## src/rtl/pipe_hazard_ctrl.sv

```systemverilog
// pipe_hazard_ctrl: hazard/forwarding controller for an N-stage in-order pipeline.
//   Tracks in-flight destination tags, issues per-operand forward selects, load-use
//   stalls, flush, and a halt drain FSM.
//   Optional feature macro: STALL_COUNT_EN (adds a saturating stall cycle counter).
// Ports:
//   clk          pipeline clock
//   rst          asynchronous, active-low reset
//   issue_valid  decode presents an instruction
//   issue_wr     instruction writes issue_rd
//   issue_rd     destination register
//   issue_load   result comes from memory
//   issue_halt   halt instruction
//   src_used     operand i is read
//   src_addr     operand i address, slice i
//   flush        kill all in-flight entries
//   issue_accept instruction enters stage 1 next edge
//   stall        hold decode/fetch this cycle
//   fwd_sel      per operand: 0 = register file, k = result of stage k
//   halt_sys     pipeline halted (registered, sticky until reset)
//   busy         any stage entry valid
//   stall_cnt    (STALL_COUNT_EN only) saturating count of RUN-state stall cycles
module pipe_hazard_ctrl #(
    parameter int STAGES     = 3,
    parameter int REG_AW     = 4,
    parameter int NSRC       = 2,
    parameter int LOAD_STAGE = 3,
    localparam int SELW      = $clog2(STAGES + 1)
) (
    input  logic                   clk,
    input  logic                   rst,
    input  logic                   issue_valid,
    input  logic                   issue_wr,
    input  logic [REG_AW-1:0]      issue_rd,
    input  logic                   issue_load,
    input  logic                   issue_halt,
    input  logic [NSRC-1:0]        src_used,
    input  logic [NSRC*REG_AW-1:0] src_addr,
    input  logic                   flush,
    output logic                   issue_accept,
    output logic                   stall,
    output logic [NSRC*SELW-1:0]   fwd_sel,
    output logic                   halt_sys,
    output logic                   busy
`ifdef STALL_COUNT_EN
    ,
    output logic [15:0]            stall_cnt
`endif
);
    typedef enum logic [1:0] {RUN, DRAIN, HALTED} state_t;
    state_t state, state_nxt;
    logic [STAGES:1] v, v_nxt, w, ld;
    logic [REG_AW-1:0] rd [1:STAGES];
    logic [SELW-1:0] s;
    logic h;
    // Scan oldest to youngest so the youngest match overwrites older ones.
    always_comb begin
        fwd_sel = '0;
        stall = 1'b0;
        s = '0;
        h = 1'b0;
        for (int i = 0; i < NSRC; i++) begin
            s = '0;
            h = 1'b0;
            for (int k = STAGES; k >= 1; k--) begin
                if (v[k] && w[k] && src_used[i] && rd[k] == src_addr[i*REG_AW +: REG_AW]) begin
                    s = SELW'(k);
                    h = ld[k] && (k < LOAD_STAGE);
                end
            end
            fwd_sel[i*SELW +: SELW] = flush ? '0 : s;
            stall = stall | (issue_valid & ~flush & h);
        end
    end
    assign issue_accept = issue_valid & ~stall & (state == RUN);
    // A same-cycle accepted issue survives a flush: it is younger than the redirect.
    assign v_nxt = {(flush ? {(STAGES-1){1'b0}} : v[STAGES-1:1]), issue_accept};
    assign state_nxt = (state == RUN && issue_accept && issue_halt) ? DRAIN :
                       (state == DRAIN && (flush || v_nxt == '0)) ? HALTED : state;
    assign halt_sys = (state == HALTED);
    assign busy = |v;
    always_ff @(posedge clk or negedge rst) begin
        if (!rst) begin
            v <= '0;
            state <= RUN;
        end else begin
            v <= v_nxt;
            state <= state_nxt;
        end
    end
    // Payload needs no reset: it is only ever qualified by v.
    always_ff @(posedge clk) begin
        w <= {w[STAGES-1:1], issue_wr & ~issue_halt};
        ld <= {ld[STAGES-1:1], issue_load};
        rd[1] <= issue_rd;
        for (int k = 2; k <= STAGES; k++) rd[k] <= rd[k-1];
    end
`ifdef STALL_COUNT_EN
    always_ff @(posedge clk or negedge rst) begin
        if (!rst) stall_cnt <= '0;
        else if (stall && state == RUN && stall_cnt != 16'hFFFF) stall_cnt <= stall_cnt + 16'd1;
    end
`endif
endmodule
```

## config.mk

```make
export PLATFORM = sky130hd
export DESIGN_NAME = pipe_hazard_ctrl
export DESIGN_NICKNAME = d
export VERILOG_FILES = /design/src/rtl/pipe_hazard_ctrl.sv
export SDC_FILE = /design/constraint.sdc
export NUM_CORES = 1
export LEC_CHECK = 0
export ABC_CLOCK_PERIOD_IN_PS = 1800
export BUFFER_PORTS_ARGS = -buffer_cell sky130_fd_sc_hd__buf_2
export CORE_MARGIN = 3
export CORE_UTILIZATION = 49
export DETAILED_ROUTE_END_ITERATION = 16
export GPL_TIMING_DRIVEN = 0
export PLACE_DENSITY_LB_ADDON = 0.3
export SLEW_MARGIN = 20
export SYNTH_ARGS = -nofsm -noshare
export SYNTH_HDL_FRONTEND = slang
export SYNTH_SLANG_ARGS = --single-unit
```

## constraint.sdc

```tcl
create_clock -name clk -period 1.8 [get_ports clk]
set_input_delay 0.09 -clock clk [delete_from_list [all_inputs] [get_ports clk]]
set_output_delay 0.09 -clock clk [all_outputs]
set_load 0.05 [all_outputs]
```

; ---- Word level (Yosys, flattened, before mapping)
; Memory sizes are Yosys's and may differ from the RTL's.
; Index checks and enable logic that the tools add are counted.
[word_totals]
elab_cells = 61
memories = 1
ff_bits = 10
output_inout_bits = 8
mem_bits_rw = 12
[op_classes]
n_reduce_logical = 23
n_mux = 15
eq_ne = 8
bitwise = 10
[memory_table]
columns = name, depth, width, rd, rd_clocked_by_memory_dff, write_ports, line
row1 = rd, 3, 4, 3, 0, 3, 52  ; logic [REG_AW-1:0] rd [1:STAGES];
[op_table]
columns = op, count
row1 = 4-bit equality test, 6
row2 = 2-bit 2-to-1 mux, 11
row3 = 1-bit logical AND, 18
row4 = 1-bit AND, 6
row5 = 1-bit 2-to-1 mux, 4
row6 = 3-bit zero test, 1
row7 = 1-bit inverter, 3
row8 = 3-bit OR reduction, 1
row9 = "2-bit by 1-bit equality test with 1-bit output, second input constant", 1
row10 = "2-bit equality test, second input constant", 1
row11 = 2-bit zero test, 1
row12 = 2-bit nonzero test, 1
row13 = 1-bit logical OR, 1
row14 = 1-bit bitwise OR, 1

; ---- Depth between registers and ports, before layout
; Gate-level depths: netlist of run 1.
[depth]
ltp_word = 15
ltp_mapped = 6
depth_no_buf = 6

; ---- Worst setup path before layout of run 1
; OpenSTA, ideal clock, no wires.
[synth_timing]
path_kind = register to register
start = register, netlist name rd[0][6]
end = register v[1] (netlist name)
stages_incl_launch_ff = 7
arrival_time_ns = 2.266
t_required_ns = 1.522
period_less_slack_ns = 2.544
n_path_buf = 0
setup_slack_ns = -0.744
path_cell_list = dfxtp_1 xnor2_1 nand4_1 nor4_2 nor2_1 o2bb2ai_1 nor2b_1
[synth_rtl]
columns = item, line
row1 = end signal: assignment, 86  ; v <= v_nxt;
row2 = end: declaration, 51  ; logic [STAGES:1] v, v_nxt, w, ld;

==> results of run 1 <==
report_power, final:
group	total, W	switching (W)	internal [W]
sequential	0.000546	0.0000284	0.000517
combinational	0.000199	0.000120	0.0000792
clock	0.000390	0.000164	0.000225
total	0.00113	0.000312	0.000822
layout make-up:
class	instances	area, um2	area share [%]
repair buffers	46	349	22.7
flip-flops and latches	22	474	30.8
clock buffers	3	22.5	1.46
plain buffers	1	3.75	0.244
clock inverters	1	30.0	1.95
multi-input cells	68	627	40.8
well taps	25	31.3	2.03
flip-flops by register name (all words and copies together) (netlist names):
signal  count
rd         12
v           3
state       2
w           3
ld          2
cell families after synthesis:
logic type	after synthesis	synth area share (%)
flops	22	48.5
buf+inv	1	0.391
compound gates	10	7.69
simple gates	34	21.5
xor+xnor	24	21.9
placed cells by master, fill, tap and decap left out, types with 2 or more instances in the layout:
| cell | count |
|---|---|
| buf_6 | 5 |
| nand4_1 | 4 |
| o21ai_0 | 2 |
| or4_4 | 2 |
| dlygate4sd3_1 | 8 |
| xor2_1 | 20 |
| nand3_1 | 3 |
| nor2b_1 | 4 |
| dfxtp_4 | 2 |
| nand2_1 | 4 |
| dfrtp_1 | 5 |
| clkbuf_4 | 3 |
| a31oi_4 | 2 |
| dfxtp_1 | 14 |
| xnor2_2 | 3 |
| a211oi_4 | 2 |
| buf_4 | 9 |
| nor2_1 | 6 |
| nor4_4 | 2 |
| buf_2 | 22 |
timing repair:
action,in CTS,in global routing
hold buffers,7,1
endpoints found under the setup margin,7,8
hold endpoints to repair,11,1
setup buffers,6,4
resized for setup,19,9
pin swaps,5,4
routing by layer:
metal	routed length (um)	global-route usage (%)	vias up	share of wire (%)
met2	1570	44.1	49	52
met4	127	13.4	0	4.2
li1	-	-	418	-
met1	1120	23.8	444	37
met5	0	0	-	0
met3	231	5.04	18	7.6
through the flow:
stage / TNS, ns / setup slack [ns] / area, um2
CTS: -1.32 / -0.295 / 1430
floorplan: -0.0140 / -0.0140 / 1030
global placement: -0.137 / -0.0822 / 1200
global route: -2.57 / -0.474 / 1540
finish: -2.21 / -0.422 / 1540
detailed placement: -0.221 / -0.120 / 1200
worst max-delay path by stage:
| stage | end | slack, ns |
|---|---|---|
| final | issue_accept | -0.42 |
| after global routing | issue_accept | -0.47 |
| after CTS | issue_accept | -0.30 |
| after detailed placement | stall | -0.12 |
| after global placement | stall | -0.08 |
| after floorplan | v[1]$_DFF_PN0_ | -0.01 |
==> reports/results.txt, run 1 <==
Status = finished with violations
Failing checks = setup timing
Overflow after GRT = 0
Post-Syn Nets = 112
RSZ-0062 raised after global routing = yes
Largest net degree at the start of global routing = 14
Clock Latency Late Sink = 0.32 ns
Warning count from the yosys run = 0
CP max stage delay = 0.47 ns
Number of buffers created by CTS = 3
Io pins = 29
Arr. time, crit path = 2.13 ns
CTS H-tree depth = 1
Clock skew = 0.00536 ns
Vias in the first global route = 962
Crit Path Category = register to output pin
Post-route DRC = 0
Count leader, synth = xor2_1
Drt pass-1 iters = 5
Syn avg cell area = 10.5 um2
Synth async-reset ratio = 22.7%
Leakage = 0.648 nW
Cell Rows = 15
Predominant post-synthesis flop cell = dfxtp_1
Core ar. = 1780 um2
Detail Placement HPWL = 1.79 mm
Hold slack = 0.102 ns
Worst-case clock buffer depth = 2
Stages on worst setup path = 7
Top delay family on crit path = simple AND/OR/NAND/NOR gates
PD cells = 737 nW/um2
Max-cap viol count = 0
Area growth syn-to-layout = 60.2%
Layout Utilization = 86.2%
Root buf cell = clkbuf_4
Initial antenna violation count = 0
Worst-margin pin slew = 0.606 ns
Final worst path period need = 2.22 ns
Final net count = 163
Worst Hold Class = primary input to asynchronous set/reset pin
Final wirelength = 3.05 mm
Top post-synthesis cells by area = dfxtp_1, xor2_1, dfrtp_1, xnor2_1, nor2b_1
Initial Util = 53.8%
CP Launch Point = rd[0][9]$_DFF_P_
Reg2reg end = v[1]$_DFF_PN0_
Placed cell count = 144
Post-route ant nets = 0
# port buffers = 28
GP Congestion = 0.826
Mapped Cells = 91
Commonest cells post-synth = xor2_1, dfxtp_1, nor2_1, dfrtp_1, nor2b_1
Die Wd = 50.3 um
Number of vias per cell = 5.60
ANT cells = 0
Filler-free cell count of the finished design = 166
Unique masters post-synth = 24
Cell Area, Synth = 960 um2
Post-synth EDFFs = 0
Flop-to-flop setup slack = -0.08 ns
Count of final hold-check violations = 0
Die area = 2530 um2
Die height = 50.3 um
Final setup vio count = 8
Slew margin rel. = 59.6%
CP Launch Type = register
Synth Register Bits = 22
Fin crit share = 123%
Count of pins over their slew limit = 0
CP Data Required Time = 1.71 ns
# fillers = 84
Max Clk Rate = 0.450 GHz
Routed len/inst = 18.4 um
Total Power = 0.00113 W
Dominant cell type by area after synthesis = dfxtp_1
WP buf/inv = 1
Maximum vdd ir drop = 0.708 mV
Register area share after synthesis = 48.5%
CP max stage cell = or4_4
Worst setup margin = -0.422 ns
Yosys top cell area share = 35.5%
CTS tree = built
Reg2reg start = rd[0][9]$_DFF_P_
Sink Count = 22
Clock Pin Slew Worst Setup and Hold Paths = 0.13 ns
Via count = 929
Crit-path cells = xnor2_2 -> nand4_1 -> or4_4 -> o22ai_4 -> o2bb2ai_4 -> nor2b_4 -> buf_6
First-pass GRT wire length = 4.33 mm
R2R depth = 7
Worst setup EP type = output pin
Share of cells above drive strength 1 = 43.3%
1st-iter DRT viols = 20
Tot GR Track Use = 23.6%
Critical Path Fanout Max = 3
No activity file was read; power rests on OpenSTA's default activity.
==> inputs of run 2 (changes only) <==
- ABC_CLOCK_PERIOD_IN_PS: 1800 -> unset
- clock period: 1.8 -> 2.4 ns (I/O delays scaled with it)
==> run 2 against run 1 <==
Against the previous run: the flow now finishes without violations; global-route usage shrank 5.5 points; sequential power down 25%; register-to-register slack improved by 0.76 ns; setup slack improved by 0.58 ns; cell count is 6.6% lower; count of clock-buffer cells in the layout grew 1; die area did not move; sequential cell count is the same; clock power decreased by 48%; core utilization decreased by 16 points; combinational power down 33%; critical endpoint unchanged; largest power group unchanged; highest routed layer unchanged.
==> reports/results.txt, run 2 (same netlist as run 1, synthesis figures left out) <==
Maximum vdd ir drop = 0.476 mV (was 0.708 mV)
Flop-to-flop setup slack = 0.68 ns (was -0.08 ns)
Net switching power = 0.000210 W (was 0.000312 W)
Leading cell type in the layout, fill and taps excluded = buf_2 (unchanged)
Count of final hold-check violations = 0 (unchanged)
Number of buffers created by CTS = 3 (unchanged)
Top flop regs = rd x12, v x3, w x3 (unchanged)
Net Sw Frac = 28.1% (was 27.5%)
Die height = 50.3 um (unchanged)
Hold slack = 0.0250 ns (was 0.102 ns)
Fin crit share = 93.6%
ANT cells = 0 (unchanged)
Post-route ant nets = 0 (unchanged)
GP Congestion = 0.792 (was 0.826)
Vias in the first global route = 766 (was 962)
Die Wd = 50.3 um (unchanged)
Post-route DRC = 0 (unchanged)
Final wirelength = 2.23 mm (was 3.05 mm)
Worst-margin pin slew = 0.379 ns (was 0.606 ns)
1st-iter DRT viols = 11 (was 20)
CP Data Required Time = 2.28 ns (was 1.71 ns)
Clock Pin Slew Worst Setup and Hold Paths = 0.12 ns (was 0.13 ns)
Count of pins over their slew limit = 0 (unchanged)
Clk pwr share = 27.4% (was 34.4%)
Die area = 2530 um2 (unchanged)
Placed cell count = 144 (unchanged)
Reg2reg end = state[0]$_DFFE_PN0P_ (was v[1]$_DFF_PN0_)
CP Launch Type = register (unchanged)
Tot GR Track Use = 18.2% (was 23.6%)
Worst Hold Class = primary input to register (was primary input to asynchronous set/reset pin)
Post-CTS setup buffer count = 0 (was 6)
Setup TNS = 0 ns (was -2.21 ns)
Core ar. = 1780 um2 (unchanged)
RSZ-0062 raised after global routing = no (was yes)
Slew margin rel. = 74.7% (was 59.6%)
Final setup vio count = 0 (was 8)
Most frequent cells in the layout = buf_2, xor2_1, dfxtp_1, nor2_1, dlygate4sd3_1 (was buf_2, xor2_1, dfxtp_1, buf_4, dlygate4sd3_1)
Max Clk Rate = 0.445 GHz
Filler-free cell count of the finished design = 155 (was 166)
Clock Latency Late Sink = 0.30 ns (was 0.32 ns)
Detail Placement HPWL = 1.70 mm (was 1.79 mm)
Seq pwr share = 54.8% (was 48.1%)
Cell Rows = 15 (unchanged)
Drt pass-1 iters = 4 (was 5)
Io pins = 29 (unchanged)
Status = finished clean (was finished with violations)
Final worst path period need = 2.25 ns
Crit Path Category = register to output pin (unchanged)
CTS tree = built (unchanged)
Initial antenna violation count = 0 (unchanged)
First-pass GRT wire length = 3.46 mm (was 4.33 mm)
Max reg flops = 12 (unchanged)
# port buffers = 28 (unchanged)
Reg2reg start = rd[0][10]$_DFF_P_ (was rd[0][9]$_DFF_P_)
Comb power frac = 17.8% (was 17.5%)
Max-cap viol count = 0 (unchanged)
Share of cells above drive strength 1 = 29.2% (was 43.3%)
Hold path depth = 2
Initial Util = 53.8% (unchanged)
Critical Path Fanout Max = 5 (was 3)
Leakage = 0.558 nW (was 0.648 nW)
Setup crit end = issue_accept (unchanged)
Sink Count = 22 (unchanged)
Number of vias per cell = 5.32 (was 5.60)
Worst setup EP type = output pin (unchanged)
Clock skew = 0.00180 ns (was 0.00536 ns)
Via count = 825 (was 929)
PD cells = 591 nW/um2 (was 737 nW/um2)
Biggest register = rd (unchanged)
Routed len/inst = 14.4 um (was 18.4 um)
CTS H-tree depth = 1 (unchanged)
Total Power = 0.000745 W (was 0.00113 W)
Largest net degree at the start of global routing = 13 (was 14)
Int Pwr = 0.000536 W (was 0.000822 W)
Root buf cell = clkbuf_4 (unchanged)
Worst-case clock buffer depth = 2 (unchanged)
Area growth syn-to-layout = 31.4% (was 60.2%)
R2R depth = 6 (was 7)
Overflow after GRT = 0 (unchanged)
CP Launch Point = rd[0][6]$_DFF_P_ (was rd[0][9]$_DFF_P_)
Final net count = 152 (was 163)
Arr. time, crit path = 2.13 ns (about the same)
-- run 2: cell types whose count changed in the layout (fill, tap and decap cells not counted), sizes merged --
cell         before  now
buf              38   28
clkbuf            4    5
bufinv            1    0
dlygate4sd3       8    7
-- run 2: worst max-delay path: stages, from the launching register on --
cell and delay (ns):
dfxtp_1 0.41, xnor2_1 0.16, nand4_1 0.20, nor4_4 0.30, o22ai_2 0.17, o2bb2ai_2 0.15
nor2b_1 0.15, buf_2 0.28
-- run 2: layout make-up --
type                       count  area (um2)
fill                         145         522
multi-input combinational     68         514
sequential                    22         465
timing repair buffer          35         210
clock buffer                   4        36.3
tap                           25        31.3
buffer                         1        3.75
-- run 2: how the worst min path moves through the flow --
stage / startpoint / to / slack (ns)
global route: issue_wr / w[1]$_DFF_P_ / 0.05
finish: issue_wr / w[1]$_DFF_P_ / 0.02
floorplan: rst / state[0]$_DFFE_PN0P_ / -0.18
global placement: rst / v[1]$_DFF_PN0_ / -0.06
CTS: issue_wr / w[1]$_DFF_P_ / 0.03
detailed placement: rst / v[3]$_DFF_PN0_ / -0.06
-- run 2: per-layer routing --
| layer | up-vias | track usage, % | wire length [um] |
|---|---|---|---|
| li1 | 399 | - | - |
| met1 | 388 | 22.9 | 943 |
| met2 | 34 | 30.2 | 1110 |
| met3 | 4 | 2.67 | 138 |
| met4 | 0 | 8.29 | 33 |
| met5 | - | 0 | 0 |
-- run 2: power groups by stage --
| stage | Clock (W) | Sequential, W | Combinational, W |
|---|---|---|---|
| after floorplan | 0 | 0.000411 | 0.0000754 |
| after global placement | 0 | 0.000414 | 0.000115 |
| after detailed placement | 0 | 0.000417 | 0.000119 |
| after CTS | 0.000204 | 0.000409 | 0.000129 |
| after global routing | 0.000229 | 0.000411 | 0.000143 |
| final | 0.000204 | 0.000408 | 0.000133 |
-- run 2: timing repair --
action | CTS | global route
endpoints found under the hold margin | 11 | 0
hold buffers | 7 | 0
gates resized for setup | 0 | 2
endpoints found under the setup margin | 0 | 1
-- run 2: stage by stage --
stage | worst slack [ns] | util, % | area [um2]
2_1_floorplan | 0.0660 | - | 966
6_report | 0.155 | 70.7 | 1260
3_3_place_gp | 0.462 | 63.8 | 1140
3_5_place_dp | 0.428 | 63.8 | 1140
5_1_grt | 0.0222 | 70.7 | 1260
4_1_cts | 0.0419 | 69.8 | 1240
